### src/rtl/cmul_round_axis_pkg.sv
// Shared definitions for the cmul_round_axis complex multiplier:
// sc-format field extraction, rounding-mode codes and counter sizing.
`ifndef CMUL_ROUND_AXIS_FIELDS
`define CMUL_ROUND_AXIS_FIELDS
`define CMUL_FIELD_I(d, w) d[2*(w)-1:(w)]
`define CMUL_FIELD_Q(d, w) d[(w)-1:0]
`endif

package cmul_round_axis_pkg;
    localparam int RND_TRUNC     = 0;
    localparam int RND_HALF_UP   = 1;
    localparam int SAT_CNT_WIDTH = 16;
endpackage

### src/rtl/cmul_round_sat.sv
// Combinational round, arithmetic shift and saturate for one signed component.
// Flags sat when the shifted value falls outside the output range.
module cmul_round_sat
    import cmul_round_axis_pkg::*;
#(
    parameter int WIDTH_IN  = 33,
    parameter int WIDTH_OUT = 16,
    parameter int SHIFT     = 15,
    parameter int ROUND     = RND_HALF_UP
) (
    input  logic signed [WIDTH_IN-1:0]  din,
    output logic        [WIDTH_OUT-1:0] dout,
    output logic                        sat
);
    // Work width covers the rounding carry and shifts past the input width.
    localparam int XW0 = ((WIDTH_IN > SHIFT) ? WIDTH_IN : SHIFT) + 2;
    localparam int XW  = (XW0 > WIDTH_OUT + 1) ? XW0 : WIDTH_OUT + 1;
    localparam int RSH = (SHIFT > 0) ? SHIFT - 1 : 0;

    localparam logic signed [XW-1:0] ONE_V   = {{(XW-1){1'b0}}, 1'b1};
    localparam logic signed [XW-1:0] RND_ADD =
        (ROUND == RND_HALF_UP && SHIFT > 0) ? (ONE_V << RSH) : '0;
    localparam logic signed [XW-1:0] MAX_V =
        {{(XW-WIDTH_OUT+1){1'b0}}, {(WIDTH_OUT-1){1'b1}}};
    localparam logic signed [XW-1:0] MIN_V =
        {{(XW-WIDTH_OUT+1){1'b1}}, {(WIDTH_OUT-1){1'b0}}};

    logic signed [XW-1:0] ext_v;
    logic signed [XW-1:0] rnd_v;
    logic signed [XW-1:0] shf_v;

    always_comb begin
        ext_v = {{(XW-WIDTH_IN){din[WIDTH_IN-1]}}, din};
        rnd_v = ext_v + RND_ADD;
        shf_v = rnd_v >>> SHIFT;
        sat   = 1'b0;
        dout  = shf_v[WIDTH_OUT-1:0];
        if (shf_v > MAX_V) begin
            sat  = 1'b1;
            dout = MAX_V[WIDTH_OUT-1:0];
        end else if (shf_v < MIN_V) begin
            sat  = 1'b1;
            dout = MIN_V[WIDTH_OUT-1:0];
        end
    end
endmodule

### src/rtl/cmul_round_axis.sv
// Four-stage AXI-Stream complex multiplier (a*b or a*conj(b)) with rounding,
// saturation, per-beat saturation flags and a sticky saturation event counter.
module cmul_round_axis
    import cmul_round_axis_pkg::*;
#(
    parameter int WIDTH_IN  = 16,
    parameter int WIDTH_OUT = 16,
    parameter int SHIFT     = WIDTH_IN - 1,
    parameter int ROUND     = RND_HALF_UP,
    parameter int CNT_WIDTH = SAT_CNT_WIDTH
) (
    input  logic                   clk,
    input  logic                   reset,
    input  logic [2*WIDTH_IN-1:0]  a_tdata,
    input  logic                   a_tlast,
    input  logic                   a_tvalid,
    output logic                   a_tready,
    input  logic [2*WIDTH_IN-1:0]  b_tdata,
    input  logic                   b_tlast,
    input  logic                   b_tvalid,
    output logic                   b_tready,
    input  logic                   conj_b,
    output logic [2*WIDTH_OUT-1:0] o_tdata,
    output logic                   o_tlast,
    output logic [1:0]             o_tuser,
    output logic                   o_tvalid,
    input  logic                   o_tready,
    output logic [CNT_WIDTH-1:0]   sat_count,
    input  logic                   sat_clear
);
    localparam int PW = 2 * WIDTH_IN;
    localparam int SW = PW + 1;

    logic                   s1_valid_q, s1_valid_d, s1_conj_q, s1_conj_d, s1_last_q, s1_last_d;
    logic [PW-1:0]          s1_a_q, s1_a_d, s1_b_q, s1_b_d;
    logic                   s2_valid_q, s2_valid_d, s2_conj_q, s2_conj_d, s2_last_q, s2_last_d;
    logic signed [PW-1:0]   s2_rr_q, s2_rr_d, s2_ii_q, s2_ii_d, s2_ir_q, s2_ir_d, s2_ri_q, s2_ri_d;
    logic                   s3_valid_q, s3_valid_d, s3_last_q, s3_last_d;
    logic signed [SW-1:0]   s3_re_q, s3_re_d, s3_im_q, s3_im_d;
    logic                   o_tvalid_q, o_tvalid_d, o_tlast_q, o_tlast_d;
    logic [2*WIDTH_OUT-1:0] o_tdata_q, o_tdata_d;
    logic [1:0]             o_tuser_q, o_tuser_d;
    logic [CNT_WIDTH-1:0]   sat_count_q, sat_count_d;

    logic s1_ready, s2_ready, s3_ready, s4_ready, accept, sat_inc;
    logic signed [WIDTH_IN-1:0] ar, ai, br, bi;
    logic [WIDTH_OUT-1:0] re_out, im_out;
    logic sat_re, sat_im;
    logic unused_b_tlast;

    assign unused_b_tlast = &{1'b0, b_tlast};

    // Each stage may load when empty or when its successor frees it this cycle.
    assign s4_ready = !o_tvalid_q || o_tready;
    assign s3_ready = !s3_valid_q || s4_ready;
    assign s2_ready = !s2_valid_q || s3_ready;
    assign s1_ready = !s1_valid_q || s2_ready;
    assign accept   = a_tvalid && b_tvalid && s1_ready && reset;
    assign a_tready = accept;
    assign b_tready = accept;

    assign ar = `CMUL_FIELD_I(s1_a_q, WIDTH_IN);
    assign ai = `CMUL_FIELD_Q(s1_a_q, WIDTH_IN);
    assign br = `CMUL_FIELD_I(s1_b_q, WIDTH_IN);
    assign bi = `CMUL_FIELD_Q(s1_b_q, WIDTH_IN);

    cmul_round_sat #(.WIDTH_IN(SW), .WIDTH_OUT(WIDTH_OUT), .SHIFT(SHIFT), .ROUND(ROUND))
        u_sat_re (.din(s3_re_q), .dout(re_out), .sat(sat_re));
    cmul_round_sat #(.WIDTH_IN(SW), .WIDTH_OUT(WIDTH_OUT), .SHIFT(SHIFT), .ROUND(ROUND))
        u_sat_im (.din(s3_im_q), .dout(im_out), .sat(sat_im));

    always_comb begin
        s1_valid_d = s1_valid_q; s1_a_d = s1_a_q; s1_b_d = s1_b_q;
        s1_conj_d  = s1_conj_q;  s1_last_d = s1_last_q;
        s2_valid_d = s2_valid_q; s2_conj_d = s2_conj_q; s2_last_d = s2_last_q;
        s2_rr_d = s2_rr_q; s2_ii_d = s2_ii_q; s2_ir_d = s2_ir_q; s2_ri_d = s2_ri_q;
        s3_valid_d = s3_valid_q; s3_last_d = s3_last_q; s3_re_d = s3_re_q; s3_im_d = s3_im_q;
        o_tvalid_d = o_tvalid_q; o_tdata_d = o_tdata_q; o_tuser_d = o_tuser_q; o_tlast_d = o_tlast_q;

        if (s1_ready) begin
            s1_valid_d = accept;
            if (accept) begin
                s1_a_d = a_tdata; s1_b_d = b_tdata; s1_conj_d = conj_b; s1_last_d = a_tlast;
            end
        end
        if (s2_ready) begin
            s2_valid_d = s1_valid_q;
            if (s1_valid_q) begin
                s2_rr_d = PW'(ar) * PW'(br);
                s2_ii_d = PW'(ai) * PW'(bi);
                s2_ir_d = PW'(ai) * PW'(br);
                s2_ri_d = PW'(ar) * PW'(bi);
                s2_conj_d = s1_conj_q; s2_last_d = s1_last_q;
            end
        end
        if (s3_ready) begin
            s3_valid_d = s2_valid_q;
            if (s2_valid_q) begin
                s3_re_d = s2_conj_q ? SW'(s2_rr_q) + SW'(s2_ii_q) : SW'(s2_rr_q) - SW'(s2_ii_q);
                s3_im_d = s2_conj_q ? SW'(s2_ir_q) - SW'(s2_ri_q) : SW'(s2_ir_q) + SW'(s2_ri_q);
                s3_last_d = s2_last_q;
            end
        end
        if (s4_ready) begin
            o_tvalid_d = s3_valid_q;
            if (s3_valid_q) begin
                o_tdata_d = {re_out, im_out}; o_tuser_d = {sat_re, sat_im}; o_tlast_d = s3_last_q;
            end
        end
    end

    // A clear that coincides with a counted beat keeps that beat.
    always_comb begin
        sat_inc     = o_tvalid_q && o_tready && (o_tuser_q != 2'b00);
        sat_count_d = sat_count_q;
        if (sat_clear) begin
            sat_count_d = sat_inc ? CNT_WIDTH'(1) : '0;
        end else if (sat_inc && (sat_count_q != '1)) begin
            sat_count_d = sat_count_q + CNT_WIDTH'(1);
        end
    end

    always_ff @(posedge clk) begin
        if (!reset) begin
            s1_valid_q <= 1'b0; s1_a_q <= '0; s1_b_q <= '0; s1_conj_q <= 1'b0; s1_last_q <= 1'b0;
            s2_valid_q <= 1'b0; s2_conj_q <= 1'b0; s2_last_q <= 1'b0;
            s2_rr_q <= '0; s2_ii_q <= '0; s2_ir_q <= '0; s2_ri_q <= '0;
            s3_valid_q <= 1'b0; s3_last_q <= 1'b0; s3_re_q <= '0; s3_im_q <= '0;
            o_tvalid_q <= 1'b0; o_tdata_q <= '0; o_tuser_q <= '0; o_tlast_q <= 1'b0;
            sat_count_q <= '0;
        end else begin
            s1_valid_q <= s1_valid_d; s1_a_q <= s1_a_d; s1_b_q <= s1_b_d;
            s1_conj_q <= s1_conj_d; s1_last_q <= s1_last_d;
            s2_valid_q <= s2_valid_d; s2_conj_q <= s2_conj_d; s2_last_q <= s2_last_d;
            s2_rr_q <= s2_rr_d; s2_ii_q <= s2_ii_d; s2_ir_q <= s2_ir_d; s2_ri_q <= s2_ri_d;
            s3_valid_q <= s3_valid_d; s3_last_q <= s3_last_d; s3_re_q <= s3_re_d; s3_im_q <= s3_im_d;
            o_tvalid_q <= o_tvalid_d; o_tdata_q <= o_tdata_d; o_tuser_q <= o_tuser_d;
            o_tlast_q <= o_tlast_d;
            sat_count_q <= sat_count_d;
        end
    end

    assign o_tvalid  = o_tvalid_q;
    assign o_tdata   = o_tdata_q;
    assign o_tuser   = o_tuser_q;
    assign o_tlast   = o_tlast_q;
    assign sat_count = sat_count_q;
endmodule

### config.mk
export PLATFORM = sky130hd
export DESIGN_NAME = cmul_round_axis
export DESIGN_NICKNAME = d
export VERILOG_FILES = /design/src/rtl/cmul_round_axis_pkg.sv /design/src/rtl/cmul_round_sat.sv /design/src/rtl/cmul_round_axis.sv
export SDC_FILE = /design/constraint.sdc
export NUM_CORES = 2
export LEC_CHECK = 0
export ABC_AREA = 0
export CORE_ASPECT_RATIO = 0.6
export CORE_MARGIN = 1
export CORE_UTILIZATION = 45
export CTS_BUF_LIST = sky130_fd_sc_hd__clkbuf_2
export DETAILED_ROUTE_END_ITERATION = 8
export SYNTH_ARGS = -nofsm -noshare
export SYNTH_HDL_FRONTEND = slang
export SYNTH_SLANG_ARGS = --single-unit
### constraint.sdc
create_clock -name clk -period 6.9 [get_ports clk]
set_input_delay 1.38 -clock clk [delete_from_list [all_inputs] [get_ports clk]]
set_output_delay 1.38 -clock clk [all_outputs]
set_load 0.02 [all_outputs]
Word level (Yosys, flattened, before mapping)
Index checks and enable logic that the tools add are counted.
{ "totals": {"input_bits": 73, "register_bits": 318, "wordCells": 70, "out_inout_bits": 54} }
{ "op_classes": {"muxes": 13, "n_addsub": 7, "n_reduce_logical": 20, "magnitude_cmp": 4, "n_eq_ne": 1, "multipliers": 4} }
{ "op_table": {"columns": ["op", "n"], "rows": [
  ["multiplier 16 x 16 -> 32 bit", 4],
  ["two-way mux 16 bit", 6],
  ["adder 33 x 16 -> 34 bit, second input constant", 2],
  ["adder 32 x 32 -> 33 bit", 2],
  ["two-way mux 33 bit", 2],
  ["subtractor 32 x 32 -> 33 bit", 2],
  ["> comparator 19 x 16 -> 1 bit, second input constant", 2],
  ["less-than comparator 19 x 16 -> 1 bit, second input constant", 2],
  ["adder 16 x 1 -> 16 bit, second input constant", 1],
  ["inequality test 16 bit, second input constant", 1],
  ["AND reduction 2 bit", 4],
  ["logical AND 1 bit", 6],
  ["two-way mux 1 bit", 5],
  ["logical NOT 1 bit", 4],
  ["logical OR 1 bit", 4],
  ["nonzero test 2 bit", 2]
]} }

Logic depth before layout (Yosys ltp)
{ "depth": {"ltp_word": 8, "ltp_mapped": 26, "mapped_depth_nobuf": 24} }

Hierarchy
Synthesis repeated with hierarchy kept, for this count alone.
{ "unflattened": {"cells_unflattened": 6464, "area_unflattened_um2": 55772.2} }
{ "by_module_without_submodules": {"columns": ["module", "n_inst", "seq_area_each_um2", "cells_per_inst", "area_per_inst_um2"], "rows": [
  ["cmul_round_axis", 1, 6366.1, 6298, 54581.1],
  ["cmul_round_sat", 2, 0.0, 83, 595.6]
]} }

Least setup slack after synthesis
Ideal clock, no wire load.
{ "synth_timing": {"kind": "register to register", "startpoint": "reg s1_a_q[31]", "endpoint": "reg s2_rr_q[30]", "arrival_time_ns": 6.271, "slack_ns": 0.515, "stages_incl_launch_ff": 24, "setup_ns": 0.115, "required_ns": 6.785, "path_cell_list": "dfxtp_1 clkbuf_1 nand2_1 inv_1 fa_1 fa_1 fa_1 fa_1 fa_1 inv_1 fa_1 inv_1 ha_1 a21o_1 a21o_1 a221o_1 a31oi_1 nand2_1 o41ai_1 o21ai_1 o41ai_1 xor2_1 o21ai_0 and2_1"} }
{ "synth_via": {"elab_chain_cells": 1} }
{ "synth_lines": {"columns": ["element", "line", "rtl"], "rows": [
  ["start: declaration", "cmul_round_axis.sv:35", "logic [PW-1:0] s1_a_q, s1_a_d, s1_b_q, s1_b_d;"],
  ["start signal: assignment", "cmul_round_axis.sv:125", "s1_valid_q <= 1'b0; s1_a_q <= '0; s1_b_q <= '0; s1_conj_q <= 1'b0; s1_last_q <= 1'b0;"],
  ["start signal: assignment", "cmul_round_axis.sv:132", "s1_valid_q <= s1_valid_d; s1_a_q <= s1_a_d; s1_b_q <= s1_b_d;"],
  ["multiplier 16 x 16 -> 32 bit", "cmul_round_axis.sv:89", "s2_rr_d = PW'(ar) * PW'(br);"],
  ["end signal: assignment", "cmul_round_axis.sv:135", "s2_rr_q <= s2_rr_d; s2_ii_q <= s2_ii_d; s2_ir_q <= s2_ir_d; s2_ri_q <= s2_ri_d;"],
  ["end: declaration", "cmul_round_axis.sv:37", "logic signed [PW-1:0] s2_rr_q, s2_rr_d, s2_ii_q, s2_ii_d, s2_ir_q, s2_ir_d, s2_ri_q, s2_ri_d;"]
]} }
No other way between the ends.
A chain may end at the register's enable or synchronous reset.

Worst setup path in the final report
{ "layout_timing": {"startpoint": "reg s1_a_q[19]", "endpoint": "reg s2_ri_q[31]"} }
{ "layout_via": {"elab_chain_cells": 1} }
{ "layout_lines": {"columns": ["element", "line", "rtl"], "rows": [
  ["multiplier 16 x 16 -> 32 bit", "cmul_round_axis.sv:92", "s2_ri_d = PW'(ar) * PW'(bi);"],
  ["end signal: assignment", "cmul_round_axis.sv:135", null],
  ["end: declaration", "cmul_round_axis.sv:37", null]
]} }
No other way between the ends.

==> reports/qor.csv <==
stage,metric,value,unit
synthesis,synth_fp_nets,7677,
cells_and_area,final_util,50.5,%
global_route,grt.met2_usage,36.0,%
sta,min_period,6.75,ns
power_and_ir_drop,p_leak,30.0,nW
synthesis,ys_seq_area_share,10.8,%
global_route,antenna_found_initial,10,
clocking,insertion_delay,1.40,ns
global_route,use_met3,6.48,%
synthesis,synth_cell_types,70,
detailed_routing,routed_via_density,5.13,
die,die-area,121000,sq um
die,core-area,118000,sq um
power_and_ir_drop,vdd_drop_max,0.0000952,V
power_and_ir_drop,power.share.clock,32.3,%
detailed_routing,wl_per_cell,19.1,microns
synthesis,syn_area_per_cell,8.72,sq um
cells_and_area,drive_above_1_share,6.72,%
cells_and_area,nFillCells,11100,
global_route,busiest_layer,met1,
cells_and_area,multi_input_area,42600,sq um
setup_path,endpoint_kind,flop,
die,initial_core_util,45.7,%
placed_design,routabilityCongestion,0.895,
global_route,gr-total-overflow,0,
flow_run,cap_viol_max_count,0,
cells_and_area,ff_latch_area,5850,sq um
power_and_ir_drop,p_int,0.00273,W
sta,tns,0,ns
global_route,gr-usage-met1,39.2,%
global_route,track_usage,25.8,%
cells_and_area,nNetsFinal,7826,
global_route,grt_max_degree,86,
sta,finalHoldViolations,0,
die,ios,127,
setup_path,critPathKind,reg2reg,
cells_and_area,final_cell_mix,"inv_1 (1155), fa_1 (1045), nand2_1 (874), and2_1 (599), ha_1 (395)",
die,num_rows,97,
synthesis,synth_enable_flop_cells,0,
global_route,first_global_vias,42400,
die,dieHeight,270,microns
sta,slew_headroom,25.0,%
detailed_routing,ant_nets,0,
synthesis,synth.area.top_cells,"fa_1 (39%), dfxtp_1 (11%), ha_1 (9.2%)",
clocking,cts.sinks,290,
die,die_x,448,microns
synthesis,yosys_warnings,0,
detailed_routing,vias,40900,
setup_path,cp_max_fo,25,
synthesis,synth_area_leader_cell,fa_1,
global_route,grt_pass1_wl,242000,microns
power_and_ir_drop,power_frac_comb,27.9,%
hold_path,holdCritPathClass,reg2reg,
sta,clock_skew,0.175,ns
sta,fmax,0.148,GHz
synthesis,synthArstFlopShare,0,%
clocking,clockBufferDepth,3,
setup_path,worst_setup_path_start_kind,flop,
status,status,"finished, final reports clean",
synthesis,syn_area,53800,sq um
clocking,cts-root-buf,clkbuf_2,
synthesis,ys.flop_type,dfxtp_1,
placed_design,dp_slack,-0.0469,ns
power_and_ir_drop,switchingPower,0.00170,W
power_and_ir_drop,sw_frac_of_total,38.4,%
detailed_routing,drt_iter0_drc,2938,
cells_and_area,area_growth,10.4,%
placed_design,dp_hpwl,118000,microns
synthesis,ys_ff_latch,290,
clocking,clk_pin_slew,0.10,ns
clocking,cts_made_buffers,84,
setup_path,critical_path_required,8.09,ns
setup_path,critPathArrivalTime,7.94,ns
sta,drv_slew,0,
synthesis,synth_cells,6161,
detailed_routing,drc,0,
power_and_ir_drop,seqPwrFrac,39.8,%
detailed_routing,totalWireLength,152000,microns
sta,timing.final.crit_share,97.8,%
synthesis,synth_top_area_share,39.0,%
clocking,cts_tree,built,
sta,final-setup-viol-count,0,
sta,fin_ws,0.148,ns
cells_and_area,final_common_cell,inv_1,
sta,tightest_slew,1.13,ns
power_and_ir_drop,p_per_area,74.5,nW/um^2
placed_design,port_buffers,125,
clocking,htree_num_levels,3,
detailed_routing,drt_pass1_iterations,5,
per-layer routing:
metal / vias up / wire [microns]
met2: 1282 / 60600
met1: 20300 / 73200
met5: - / 33
li1: 19100 / -
met4: 2 / 4040
met3: 174 / 14200
registers in the layout, indices dropped and copies added, names as in the netlist, 19 cells and up:
register / cells
s1_b_q: 32
s2_ir_q: 32
s1_a_q: 32
s3_im_q: 19
s3_re_q: 19
s2_rr_q: 32
s2_ii_q: 32
s2_ri_q: 32
o_tdata: 32
cell usage after synthesis (5+ instances only):
master     instances
a211oi_1          12
a21boi_0         116
a21o_1            65
a21oi_1          196
a221o_1            5
a31oi_1           13
a41oi_1            8
and2_1           599
and3_1            38
and4_1             5
buf_1             10
clkbuf_1         285
dfxtp_1          290
fa_1            1048
ha_1             395
inv_1           1156
nand2_1          876
nand2b_1          37
nand3_1           69
nand3b_1           8
nand4_1           21
nor2_1           192
nor2b_1           21
nor3_1            43
nor4_1             9
o2111ai_1          5
o211a_1           12
o211ai_1           9
o21a_1            38
o21ai_0          205
o21ai_1           10
o21bai_1          14
o31ai_1            5
o41ai_1            5
or2_2              7
or3_1             12
xnor2_1          158
xor2_1           108
path summary, 6_finish.rpt:
path,from,slack (ns),end,cells after the start
worst max register to register,s1_a_q[19],0.15,s2_ri_q[31],22
worst min register to register,s1_conj_q,0.44,s2_conj_q,2
worst max-delay path,s1_a_q[19],0.15,s2_ri_q[31],22
worst min-delay path,s1_conj_q,0.44,s2_conj_q,2
layout make-up:
class | count | share of cell area (%)
Inverter | 1157 | 7.32
Clock inverter | 33 | 0.360
Sequential cell | 290 | 9.86
Antenna cell | 11 | 0.0464
Tap cell | 1584 | 3.34
Multi-Input combinational cell | 4417 | 71.8
Timing Repair Buffer | 360 | 6.38
Clock buffer | 109 | 0.919
worst max-delay path: stages, from the launching register on:
cell and delay [ns]:
dfxtp_1 0.68, buf_6 0.35, and2_1 0.20, fa_1 0.44, fa_1 0.53, fa_1 0.45
fa_1 0.41, fa_1 0.52, inv_1 0.06, fa_1 0.47, inv_1 0.04, ha_1 0.36
and2_1 0.21, o21a_1 0.16, o21a_1 0.15, o21ai_0 0.30, a21o_1 0.18, a31o_2 0.16
nand3_1 0.09, a221o_1 0.34, a21oi_1 0.18, xnor2_1 0.18, o21ai_1 0.09
repair_timing:
action,in CTS,in global routing
buffers inserted,0,9
gates resized for setup,5,52
hold buffers,0,0
cloned,0,6
setup endpoints to repair,9,33
pin swaps,0,10
metrics by stage:
step / instances / hold slack, ns / power [W] / instance area (sq um)
finish: 7961 / 0.441 / 0.00442 / 59400
global route: 7955 / 0.404 / 0.00471 / 59400
CTS: 7935 / 0.278 / 0.00448 / 58900
detailed placement: 7793 / 0.453 / 0.00300 / 58200
global placement: 7793 / 0.448 / 0.00299 / 58200
floorplan: 6161 / 0.434 / 0.00253 / 53800
cells by family after synthesis:
| group | after synthesis | share of synthesized area [%] |
|---|---|---|
| buf+inv | 1454 | 10.2 |
| mux | 5 | 0.0978 |
| compound gates | 752 | 8.78 |
| flops | 290 | 10.8 |
| xor+xnor | 266 | 4.33 |
| simple gates | 1951 | 17.6 |
| fa+ha+maj | 1443 | 48.2 |
power groups by stage:
stage | clock, W | sequential (W) | combinational, W
after floorplan | 0 | 0.00178 | 0.000754
after global placement | 0 | 0.00179 | 0.00119
after detailed placement | 0 | 0.00180 | 0.00121
after CTS | 0.00151 | 0.00176 | 0.00122
after global routing | 0.00158 | 0.00176 | 0.00137
final | 0.00143 | 0.00176 | 0.00124
Note: power is estimated with default switching activity, not from simulation.
